===== src/rtl/subtractor_pkg.sv =====
// Shared definitions for the bit-serial subtractor: FSM encoding and default width.
package subtractor_pkg;

  localparam int unsigned SUB_WIDTH = 8;

  typedef enum logic [1:0] {
    IDLE = 2'd0,
    RUN  = 2'd1,
    DONE = 2'd2
  } state_e;

endpackage


===== src/rtl/full_subtractor.sv =====
// One-bit full-subtractor cell: d = a - b - bin, bout = borrow out.
module full_subtractor (
  input  logic a,
  input  logic b,
  input  logic bin,
  output logic d,
  output logic bout
);

  // Pure combinational difference and borrow.
  always_comb begin
    d    = a ^ b ^ bin;
    bout = (~a & b) | (~(a ^ b) & bin);
  end

endmodule


===== src/rtl/serial_subtractor.sv =====
// Bit-serial subtractor: one bit per cycle LSB first, result published on DONE.
module serial_subtractor
  import subtractor_pkg::*;
#(
  parameter int unsigned WIDTH = SUB_WIDTH
) (
  input  logic             clk,
  input  logic             rst_n,
  input  logic             start,
  input  logic [WIDTH-1:0] a,
  input  logic [WIDTH-1:0] b,
  output logic             ready,
  output logic             done,
  output logic [WIDTH-1:0] diff,
  output logic             borrow,
  output logic             overflow
);

  localparam int unsigned    CW   = (WIDTH > 1) ? $clog2(WIDTH) : 1;
  localparam logic [CW-1:0]  LAST = CW'(WIDTH - 1);

  state_e           state_q, state_d;
  logic [WIDTH-1:0] a_sh_q, a_sh_d;
  logic [WIDTH-1:0] b_sh_q, b_sh_d;
  logic [WIDTH-1:0] res_q, res_d;
  logic             bin_q, bin_d;
  logic [CW-1:0]    cnt_q, cnt_d;
  logic             a_msb_q, a_msb_d;
  logic             b_msb_q, b_msb_d;
  logic [WIDTH-1:0] diff_q, diff_d;
  logic             borrow_q, borrow_d;
  logic             ovf_q, ovf_d;

  logic             fs_d, fs_bout;
  logic             accept, last_bit;
  logic [WIDTH-1:0] res_shift;

  assign accept    = (state_q == IDLE) && start;
  assign last_bit  = (state_q == RUN) && (cnt_q == LAST);
  // New difference bit enters at the MSB; after WIDTH shifts bit 0 sits at the LSB.
  assign res_shift = WIDTH'({fs_d, res_q} >> 1);

  full_subtractor u_fs (
    .a    (a_sh_q[0]),
    .b    (b_sh_q[0]),
    .bin  (bin_q),
    .d    (fs_d),
    .bout (fs_bout)
  );

  // FSM next-state: IDLE -> RUN on start, RUN -> DONE on last bit, DONE -> IDLE.
  always_comb begin
    state_d = state_q;
    unique case (state_q)
      IDLE:    if (start)    state_d = RUN;
      RUN:     if (last_bit) state_d = DONE;
      DONE:                  state_d = IDLE;
      default:               state_d = IDLE;
    endcase
  end

  // Datapath next-state: load on accept, shift/accumulate in RUN, publish on the last bit.
  always_comb begin
    a_sh_d   = a_sh_q;
    b_sh_d   = b_sh_q;
    res_d    = res_q;
    bin_d    = bin_q;
    cnt_d    = cnt_q;
    a_msb_d  = a_msb_q;
    b_msb_d  = b_msb_q;
    diff_d   = diff_q;
    borrow_d = borrow_q;
    ovf_d    = ovf_q;
    if (accept) begin
      a_sh_d  = a;
      b_sh_d  = b;
      res_d   = '0;
      bin_d   = 1'b0;
      cnt_d   = '0;
      a_msb_d = a[WIDTH-1];
      b_msb_d = b[WIDTH-1];
    end else if (state_q == RUN) begin
      a_sh_d = a_sh_q >> 1;
      b_sh_d = b_sh_q >> 1;
      res_d  = res_shift;
      bin_d  = fs_bout;
      cnt_d  = last_bit ? '0 : cnt_q + 1'b1;
      if (last_bit) begin
        // Outputs change only here, so diff/borrow/overflow hold through RUN.
        diff_d   = res_shift;
        borrow_d = fs_bout;
        ovf_d    = (a_msb_q != b_msb_q) && (fs_d != a_msb_q);
      end
    end
  end

  // State and datapath registers; reset abandons any operation in flight.
  always_ff @(posedge clk or negedge rst_n) begin
    if (!rst_n) begin
      state_q  <= IDLE;
      a_sh_q   <= '0;
      b_sh_q   <= '0;
      res_q    <= '0;
      bin_q    <= 1'b0;
      cnt_q    <= '0;
      a_msb_q  <= 1'b0;
      b_msb_q  <= 1'b0;
      diff_q   <= '0;
      borrow_q <= 1'b0;
      ovf_q    <= 1'b0;
    end else begin
      state_q  <= state_d;
      a_sh_q   <= a_sh_d;
      b_sh_q   <= b_sh_d;
      res_q    <= res_d;
      bin_q    <= bin_d;
      cnt_q    <= cnt_d;
      a_msb_q  <= a_msb_d;
      b_msb_q  <= b_msb_d;
      diff_q   <= diff_d;
      borrow_q <= borrow_d;
      ovf_q    <= ovf_d;
    end
  end

  assign ready    = (state_q == IDLE);
  assign done     = (state_q == DONE);
  assign diff     = diff_q;
  assign borrow   = borrow_q;
  assign overflow = ovf_q;

endmodule


===== config.mk =====
export PLATFORM = sky130hd
export DESIGN_NAME = serial_subtractor
export DESIGN_NICKNAME = d
export VERILOG_FILES = /design/src/rtl/subtractor_pkg.sv /design/src/rtl/full_subtractor.sv /design/src/rtl/serial_subtractor.sv
export SDC_FILE = /design/constraint.sdc
export NUM_CORES = 1
export LEC_CHECK = 0
export ABC_CLOCK_PERIOD_IN_PS = 2450
export BUFFER_PORTS_ARGS = -buffer_cell sky130_fd_sc_hd__clkbuf_2
export CORE_ASPECT_RATIO = 1.25
export CORE_MARGIN = 2
export CORE_UTILIZATION = 50
export CTS_CLUSTER_SIZE = 8
export DETAILED_ROUTE_END_ITERATION = 7
export GPL_TIMING_DRIVEN = 1
export PLACE_DENSITY = 0.72
export SYNTH_ARGS = -nofsm -noshare
export SYNTH_HDL_FRONTEND = slang
export SYNTH_SLANG_ARGS = --single-unit

===== constraint.sdc =====
create_clock -name clk -period 2.45 [get_ports clk]
set_clock_uncertainty 0.2 [all_clocks]
set_input_delay 0.1225 -clock clk [delete_from_list [all_inputs] [get_ports clk]]
set_output_delay 0.1225 -clock clk [all_outputs]
set_load 0.02 [all_outputs]

==> reports/metrics.csv, run 1 <==
metric,value,unit
status,"finished, final reports clean",
synth_cell_types,28,
n_antenna_cell,0,
critPathCaptureType,register,
yosysTopAreaCellShare,0.5174,
finalHoldViolCount,0,
postRouteWirelength,3809,microns
tightestPinTransition,0.9939,ns
worstHoldStart,start,
syn_area,1983,sq um
clk_latency,0.30,ns
synth-seq-area-share,0.5174,
ys_warn_count,0,
reg2regPathDepth,4,
grt_setup_unrepaired,no,
syn_nets,199,
fin_ws,0.4563,ns
r2r_start,cnt_q[0],
final_antenna_net_count,0,
syn_area_per_cell,11.20,sq um
first_pass_iters,2,
layout_commonest_cell,nand2_1,
fmax,501.6,MHz
report.final.slew_viol_count,0,
syn-instance-count,177,
critPathArrivalTime,1.97,ns
ir_worst_vdd,719.9,uV
grt_util_all_layers,0.1921,
start_util,0.5240,
final_nets,246,
synthToLayoutAreaGrowth,22.90,%
grt_pass1_wl,6348,microns
period_share,0.8138,
stdcell_count,279,
post-place-ws,0.4276,ns
finalWeightedCongestion,0.7823,
cts_buffer_depth,2,
drc_errors,0,
fillCellCount,303,
p_leak,1.138,nW
hold_path_class,in -> reg,
antenna_found_initial,0,
portBuffers,30,
ioPinCount,31,
cts_resized,0,
cts-root-buf,clkbuf_8,
grt_overflow,0,
die_area,4489,sq um
synth_largest_area_cell,dfrtp_1,
cts_tree,built,
hpwlAfterDp,2475,microns
grt_max_degree,42,
synth-seq-cells,41,
setup.worst_path.start,cnt_q[0],
cts-htree-levels,2,
power.density,1254,nW/um^2
viasPerCell,4.957,
fin_tns_setup,0,ns
clock-sinks,41,
wl_per_cell,13.65,microns
setup_violations,0,
dr.first_iter.drc_count,62,
core_area,3785,sq um
slew_headroom,0.3374,
num_rows,25,
die_y,74.41,microns
drive_gt1_frac,0.3378,
critical_path.max_fanout,13,
cts_buffers,5,
crit_required,2.42,ns
layout_common_cells,"nand2_1 (52), dfrtp_1 (41), clkbuf_2 (30)",
critPathLaunchType,register,
grt_pass1_vias,1402,
via_count,1383,
hold_depth,4,
die_w,60.33,microns
path_clk_slew,0.08,ns
max-cap-violations,0,
period_minus_slack,1.994,ns
dp.cells,254,
yosys-top-cells-area,"dfrtp_1 (52%), nand2_1 (9.8%), a31oi_2 (7.6%)",
critPathKind,reg -> reg,
-- where the power goes --
| part | internal, mW | total [mW] | switching [mW] |
|---|---|---|---|
| clock | 0.332 | 0.557 | 0.225 |
| sequential | 0.996 | 1.20 | 0.201 |
| combinational | 0.537 | 1.30 | 0.765 |
| total | 1.86 | 3.06 | 1.19 |
-- registers in the layout, indices dropped and copies added (netlist names) --
register and count:
state_q 2, a_sh_q 8, bin_q 1, cnt_q 3, overflow 1, b_sh_q 8, b_msb_q 1, a_msb_q 1
diff 8, borrow 1, res_q 7
-- cells in the mapped netlist --
cell type and instances:
nor2_2 2, nand3b_1 2, ha_1 2, buf_2 5, nor3_1 2, dfrtp_1 41, nand2b_1 1, a22oi_1 1
nor2_1 3, nor2_4 10, a31oi_2 12, fa_1 1, o21ai_1 4, a221o_1 1, a21o_1 1, nor3b_2 1
buf_4 2, buf_6 4, or3b_1 1, nand2_1 52, inv_1 3, nor2b_1 2, buf_8 1, nand3_2 8
a21oi_1 1, nand3_1 5, mux2_1 8, and3b_1 1
-- final timing paths --
path                                  end  slack (ns)
worst max register to register    diff[4]        0.46
worst max-delay path              diff[4]        0.46
worst min register to register    diff[7]        0.29
min in group asynchronous       b_sh_q[4]        0.33
worst min-delay path            a_sh_q[7]        0.11
max in group asynchronous        overflow        1.11
-- per-stage QoR --
| stage | instance area [sq um] | hold WS (ns) | util | power, mW |
|---|---|---|---|---|
| after floorplan | 1983 | -0.3731 | - | 2.188 |
| after global placement | 2151 | 0.1145 | 0.5683 | 2.433 |
| after detailed placement | 2151 | 0.1369 | 0.5683 | 2.500 |
| after CTS | 2437 | 0.09677 | 0.6440 | 3.099 |
| after global routing | 2437 | 0.1346 | 0.6440 | 3.286 |
| final | 2437 | 0.1090 | 0.6440 | 3.056 |
-- routing by layer --
metal  share of wire  up-vias  wire length [microns]  GRT usage
met5               0        -                      0          0
met4           0.018        0                     70    0.07407
met3           0.031        6                    118    0.04696
met2            0.52       26                   1965     0.3225
met1            0.43      672                   1654     0.2372
li1                -      679                      -          -
-- logic make-up (layout without fill, tap and decap cells) --
| group | count (synthesis) | count (layout) | share of synthesized area |
|---|---|---|---|
| compound gates | 20 | 20 | 0.1009 |
| fa+ha+maj | 3 | 3 | 0.02271 |
| buf+inv | 15 | 63 | 0.05614 |
| flops | 41 | 41 | 0.5173 |
| mux | 8 | 8 | 0.04543 |
| simple gates | 90 | 90 | 0.2574 |
-- what timing repair did --
item | CTS | global route
buffers inserted | 0 | 0
endpoints found under the hold margin | 59 | 0
hold buffers | 17 | 0
endpoints found under the setup margin | 0 | 0
-- critical path, stage by stage (launching register included) --
cell and delay, ns:
dfrtp_1 0.40, ha_1 0.21, ha_1 0.22, nand3b_1 0.47, mux2_1 0.38
-- layout make-up --
class,instances,area [sq um],share of cell area
Sequential cell,41,1026,0.4209
Multi-Input combinational cell,121,845.8,0.3470
Clock buffer,7,86.33,0.03542
Inverter,3,11.26,0.004620
Timing Repair Buffer,52,370.4,0.1520
Tap cell,54,67.56,0.02772
Clock inverter,1,30.03,0.01232
No activity file was read; power rests on OpenSTA's default activity.
==> run 2, diff against run 1 <==
--- a/config.mk
+++ b/config.mk
@@ -5,7 +5,7 @@
 export SDC_FILE = /design/constraint.sdc
 export NUM_CORES = 1
 export LEC_CHECK = 0
-export ABC_CLOCK_PERIOD_IN_PS = 2450
+export ABC_CLOCK_PERIOD_IN_PS = 1700
 export BUFFER_PORTS_ARGS = -buffer_cell sky130_fd_sc_hd__clkbuf_2
 export CORE_ASPECT_RATIO = 1.25
 export CORE_MARGIN = 2
@@ -13,7 +13,7 @@
 export CTS_CLUSTER_SIZE = 8
 export DETAILED_ROUTE_END_ITERATION = 7
 export GPL_TIMING_DRIVEN = 1
-export PLACE_DENSITY = 0.72
+export PLACE_DENSITY = 0.75
 export SYNTH_ARGS = -nofsm -noshare
 export SYNTH_HDL_FRONTEND = slang
 export SYNTH_SLANG_ARGS = --single-unit
==> constraint.sdc (replaced) <==
create_clock -name clk -period 1.7 [get_ports clk]
set_clock_uncertainty 0.2 [all_clocks]
set_input_delay 0.085 -clock clk [delete_from_list [all_inputs] [get_ports clk]]
set_output_delay 0.085 -clock clk [all_outputs]
set_load 0.02 [all_outputs]
==> reports/metrics.csv, run 2 (synthesis results as in run 1) <==
metric,value,unit
cts-root-buf,clkbuf_8,
antenna_found_initial,0,
stdcell_count,289,
period_share,0.9829,
slew_headroom,0.6453,
via_count,1430,
clk_latency,0.29,ns
viasPerCell,4.948,
cts-htree-levels,2,
r2r_end,diff[6],
totalPowerFinal,4.616,mW
grt_max_degree,23,
drive_gt1_frac,0.3915,
holdPathEnd,cnt_q[0],
grt_setup_unrepaired,yes,
reg2regPathDepth,5,
max-cap-violations,0,
die_area,4489,sq um
grt_pass1_vias,1436,
path_clk_slew,0.08,ns
critical_path.max_fanout,12,
ir_worst_vdd,1019,uV
report.final.slew_viol_count,0,
grt_overflow,0,
synthToLayoutAreaGrowth,29.46,%
critPathLaunchType,register,
final_cell_area,2567,sq um
layout_commonest_cell,nand2_1,
hpwlAfterDp,2484,microns
fillCellCount,295,
critPathArrivalTime,1.65,ns
wl_per_cell,13.45,microns
finalHoldViolCount,0,
portBuffers,30,
num_rows,25,
clock-sinks,41,
grt_pass1_wl,6327,microns
crit_required,1.67,ns
critPathKind,reg -> reg,
critPathCaptureType,register,
placed_cell_area,2241,sq um
postRouteWirelength,3888,microns
ioPinCount,31,
tightestPinTransition,0.5320,ns
final_antenna_net_count,0,
layout_common_cells,"nand2_1 (52), dfrtp_1 (41), clkbuf_2 (30)",
start_util,0.5240,
cts_tree,built,
hold_depth,4,
power.density,1798,nW/um^2
status,"finished, final reports clean",
core_area,3785,sq um
hold_path_class,in -> reg,
n_antenna_cell,0,
dp.cells,262,
cts_buffer_depth,2,
grt_util_all_layers,0.1908,
worstHoldStart,start,
die_w,60.33,microns
finalWeightedCongestion,0.7523,
r2r_start,cnt_q[0],
p_leak,1.203,nW
period_minus_slack,1.671,ns
fmax,598.5,MHz
dr.first_iter.drc_count,43,
setup_violations,0,
r2r_slack,0.03,ns
final_nets,256,
first_pass_iters,4,
drc_errors,0,
cts_buffers,5,
die_y,74.41,microns
[run 2: worst max-delay path by stage]
stage              from      end  cells past startpoint
5_1_grt        cnt_q[0]  diff[2]                      5
2_1_floorplan  cnt_q[0]  diff[3]                      5
6_report       cnt_q[0]  diff[6]                      5
4_1_cts        cnt_q[0]  diff[5]                      5
3_3_place_gp   cnt_q[0]  diff[7]                      5
3_5_place_dp   cnt_q[0]  diff[7]                      5
[run 2: layer usage]
| layer | global-route usage | share of wire |
|---|---|---|
| met1 | 0.2386 | 0.46 |
| met2 | 0.3237 | 0.50 |
| met3 | 0.04870 | 0.033 |
| met4 | 0.05679 | 0.012 |
| met5 | 0 | 0 |
[run 2: worst max-delay path: stages, from the launching register on]
cell	delay (ns)
dfrtp_1	0.40
ha_2	0.20
ha_4	0.15
nand3b_1	0.12
buf_12	0.16
mux2_1	0.31
[run 2: through the flow]
step                      setup TNS, ns  utilization  setup slack (ns)  hold WS (ns)
after floorplan                       0            -           0.01772       -0.4106
after global placement                0       0.5921           0.06749       -0.1220
after detailed placement              0       0.5921          0.003214       -0.1132
after CTS                             0       0.6737           0.01885       0.07957
after global routing           -0.03613       0.6783          -0.01331        0.1399
final                                 0       0.6783           0.02902       0.08879
[run 2: power by group]
group          internal (mW)  switching [mW]  total [mW]
logic                  0.927            1.17        2.10
registers               1.43           0.266        1.70
clock network          0.478           0.341       0.818
total                   2.84            1.78        4.62
[run 2: area by class of cell]
cell class                 instances  area, sq um  area share
inverter                           3        11.26    0.004386
tap                               54        67.56     0.02632
timing repair buffer              62        470.5      0.1832
multi-input combinational        121        872.1      0.3397
clock inverter                     2        37.54     0.01462
sequential                        41         1026      0.3996
clock buffer                       6        82.58     0.03216
[run 2: what timing repair did]
| action | CTS | global route |
|---|---|---|
| resized for setup | 1 | 3 |
| endpoints found under the hold margin | 59 | 0 |
| hold buffers | 17 | 0 |
| pin swaps | 0 | 1 |
| endpoints found under the setup margin | 1 | 9 |
| buffers inserted | 2 | 0 |
==> run 3, diff against run 2 <==
--- a/config.mk
+++ b/config.mk
@@ -8,7 +8,6 @@
 export ABC_CLOCK_PERIOD_IN_PS = 1700
 export BUFFER_PORTS_ARGS = -buffer_cell sky130_fd_sc_hd__clkbuf_2
 export CORE_ASPECT_RATIO = 1.25
-export CORE_MARGIN = 2
 export CORE_UTILIZATION = 50
 export CTS_CLUSTER_SIZE = 8
 export DETAILED_ROUTE_END_ITERATION = 7
==> reports/metrics.csv, run 3 (synthesis results as in run 1) <==
metric,value,unit
status,"finished, final reports clean",
grt_max_degree,27,
wl_per_cell,13.39,microns
report.final.slew_viol_count,0,
period_share,0.9926,
clockPowerShare,0.172,
die_area,4224,sq um
final_cell_area,2565,sq um
fillCellCount,285,
fmax,592.6,MHz
r2r_end,diff[5],
hpwlAfterDp,2458,microns
top_usage_layer,met2,
critPathKind,reg -> reg,
utilization,0.6777,
power.density,1799,nW/um^2
die_y,72.41,microns
cts-root-buf,clkbuf_8,
final_nets,254,
fin_tns_setup,0,ns
p_leak,1.207,nW
r2r_start,cnt_q[0],
max-cap-violations,0,
core_area,3785,sq um
n_antenna_cell,0,
grt_setup_unrepaired,yes,
antenna_found_initial,0,
use_met3,0.05348,
crit_slowest_cell,dfrtp_1,
finalHoldViolCount,0,
via_count,1415,
stdcell_count,287,
setup.worst_path.start,cnt_q[0],
internal-power,2.840,mW
critPathCaptureType,register,
gr-usage-met1,0.2619,
r2r_slack,0.01,ns
drive_gt1_frac,0.3906,
post-place-ws,0.02977,ns
crit_required,1.67,ns
power_frac_comb,0.456,
postRouteWirelength,3844,microns
reg2regPathDepth,5,
fin_ws,0.01259,ns
cts_buffers,5,
setup_violations,0,
holdWs,0.09004,ns
cts_buffer_depth,2,
synthToLayoutAreaGrowth,29.34,%
tightestPinTransition,0.5039,ns
die_w,58.33,microns
period_minus_slack,1.687,ns
cts_tree,built,
clock-sinks,41,
placed_cell_area,2246,sq um
clk_latency,0.28,ns
power_frac_seq,0.372,
use_met2,0.3384,
first_pass_iters,4,
critPathArrivalTime,1.66,ns
num_rows,25,
critical_path.max_fanout,13,
portBuffers,30,
slew_headroom,0.6641,
path_clk_slew,0.07,ns
cts-htree-levels,2,
drc_errors,0,
grt_overflow,0,
max_stage_delay,0.40,ns
sw_frac_of_total,0.3847,
dp.cells,261,
grt_pass1_vias,1414,
critPathLaunchType,register,
layout_common_cells,"nand2_1 (52), dfrtp_1 (41), clkbuf_2 (30)",
layout_commonest_cell,nand2_1,
start_util,0.5240,
grt_pass1_wl,6444,microns
totalPowerFinal,4.615,mW
viasPerCell,4.930,
ir_worst_vdd,1042,uV
finalWeightedCongestion,0.7681,
final_antenna_net_count,0,
grt_util_all_layers,0.2061,
ioPinCount,31,
hold_path_class,in -> async,
crit_chain,ha_2 > ha_4 > nand3b_1 > buf_12 > mux2_1,
dr.first_iter.drc_count,85,
p_switching,1.775,mW
run 3: changes by cell type in the layout (fill, tap and decap cells not counted):
cell and delta:
clkbuf_1 +1, buf_4 -3, buf_12 +1, clkinvlp_4 -1
inv_1 -1, mux2_4 +1, inv_2 +1, mux2_1 -1
run 3: power groups by stage:
| stage | Sequential [mW] | Clock (mW) | Combinational (mW) |
|---|---|---|---|
| 3_5_place_dp | 1.72 | 0 | 1.98 |
| 5_1_grt | 1.78 | 0.860 | 2.33 |
| 4_1_cts | 1.70 | 0.823 | 2.03 |
| 6_report | 1.72 | 0.793 | 2.11 |
| 2_1_floorplan | 1.81 | 0 | 1.35 |
| 3_3_place_gp | 1.70 | 0 | 1.93 |
run 3: how the worst max path moves through the flow:
stage / endpoint / slack, ns / depth (start not counted)
after floorplan: diff[3] / 0.02 / 5
after detailed placement: diff[7] / 0.03 / 5
final: diff[5] / 0.01 / 5
after global routing: diff[1] / -0.06 / 5
after global placement: diff[3] / 0.07 / 5
after CTS: diff[7] / 0.008 / 5
run 3: final cells by class:
type                       instances  area [sq um]  area share
tap                               54         67.56     0.02634
timing repair buffer              60         467.9      0.1824
multi-input combinational        121         875.8      0.3415
clock inverter                     1         30.03     0.01171
inverter                           3         11.26    0.004390
sequential                        41          1026      0.4000
clock buffer                       7         86.33     0.03366
run 3: critical path: cells and delay by family, from the launching register on:
family	cells	cell delay [ns]
flops	1	0.40
mux	1	0.32
buf+inv	1	0.16
fa+ha+maj	2	0.37
simple gates	1	0.12
run 3: per-layer routing:
| layer | routed length [microns] | share of wire |
|---|---|---|
| met5 | 0 | 0 |
| met3 | 152 | 0.040 |
| met2 | 1893 | 0.49 |
| met1 | 1751 | 0.46 |
| met4 | 46 | 0.012 |
run 3: what timing repair did:
item	4_1_cts	5_1_grt
resized for setup	0	6
hold buffers	17	0
setup buffers	0	1
endpoints found under the setup margin	0	9
hold endpoints to repair	59	0
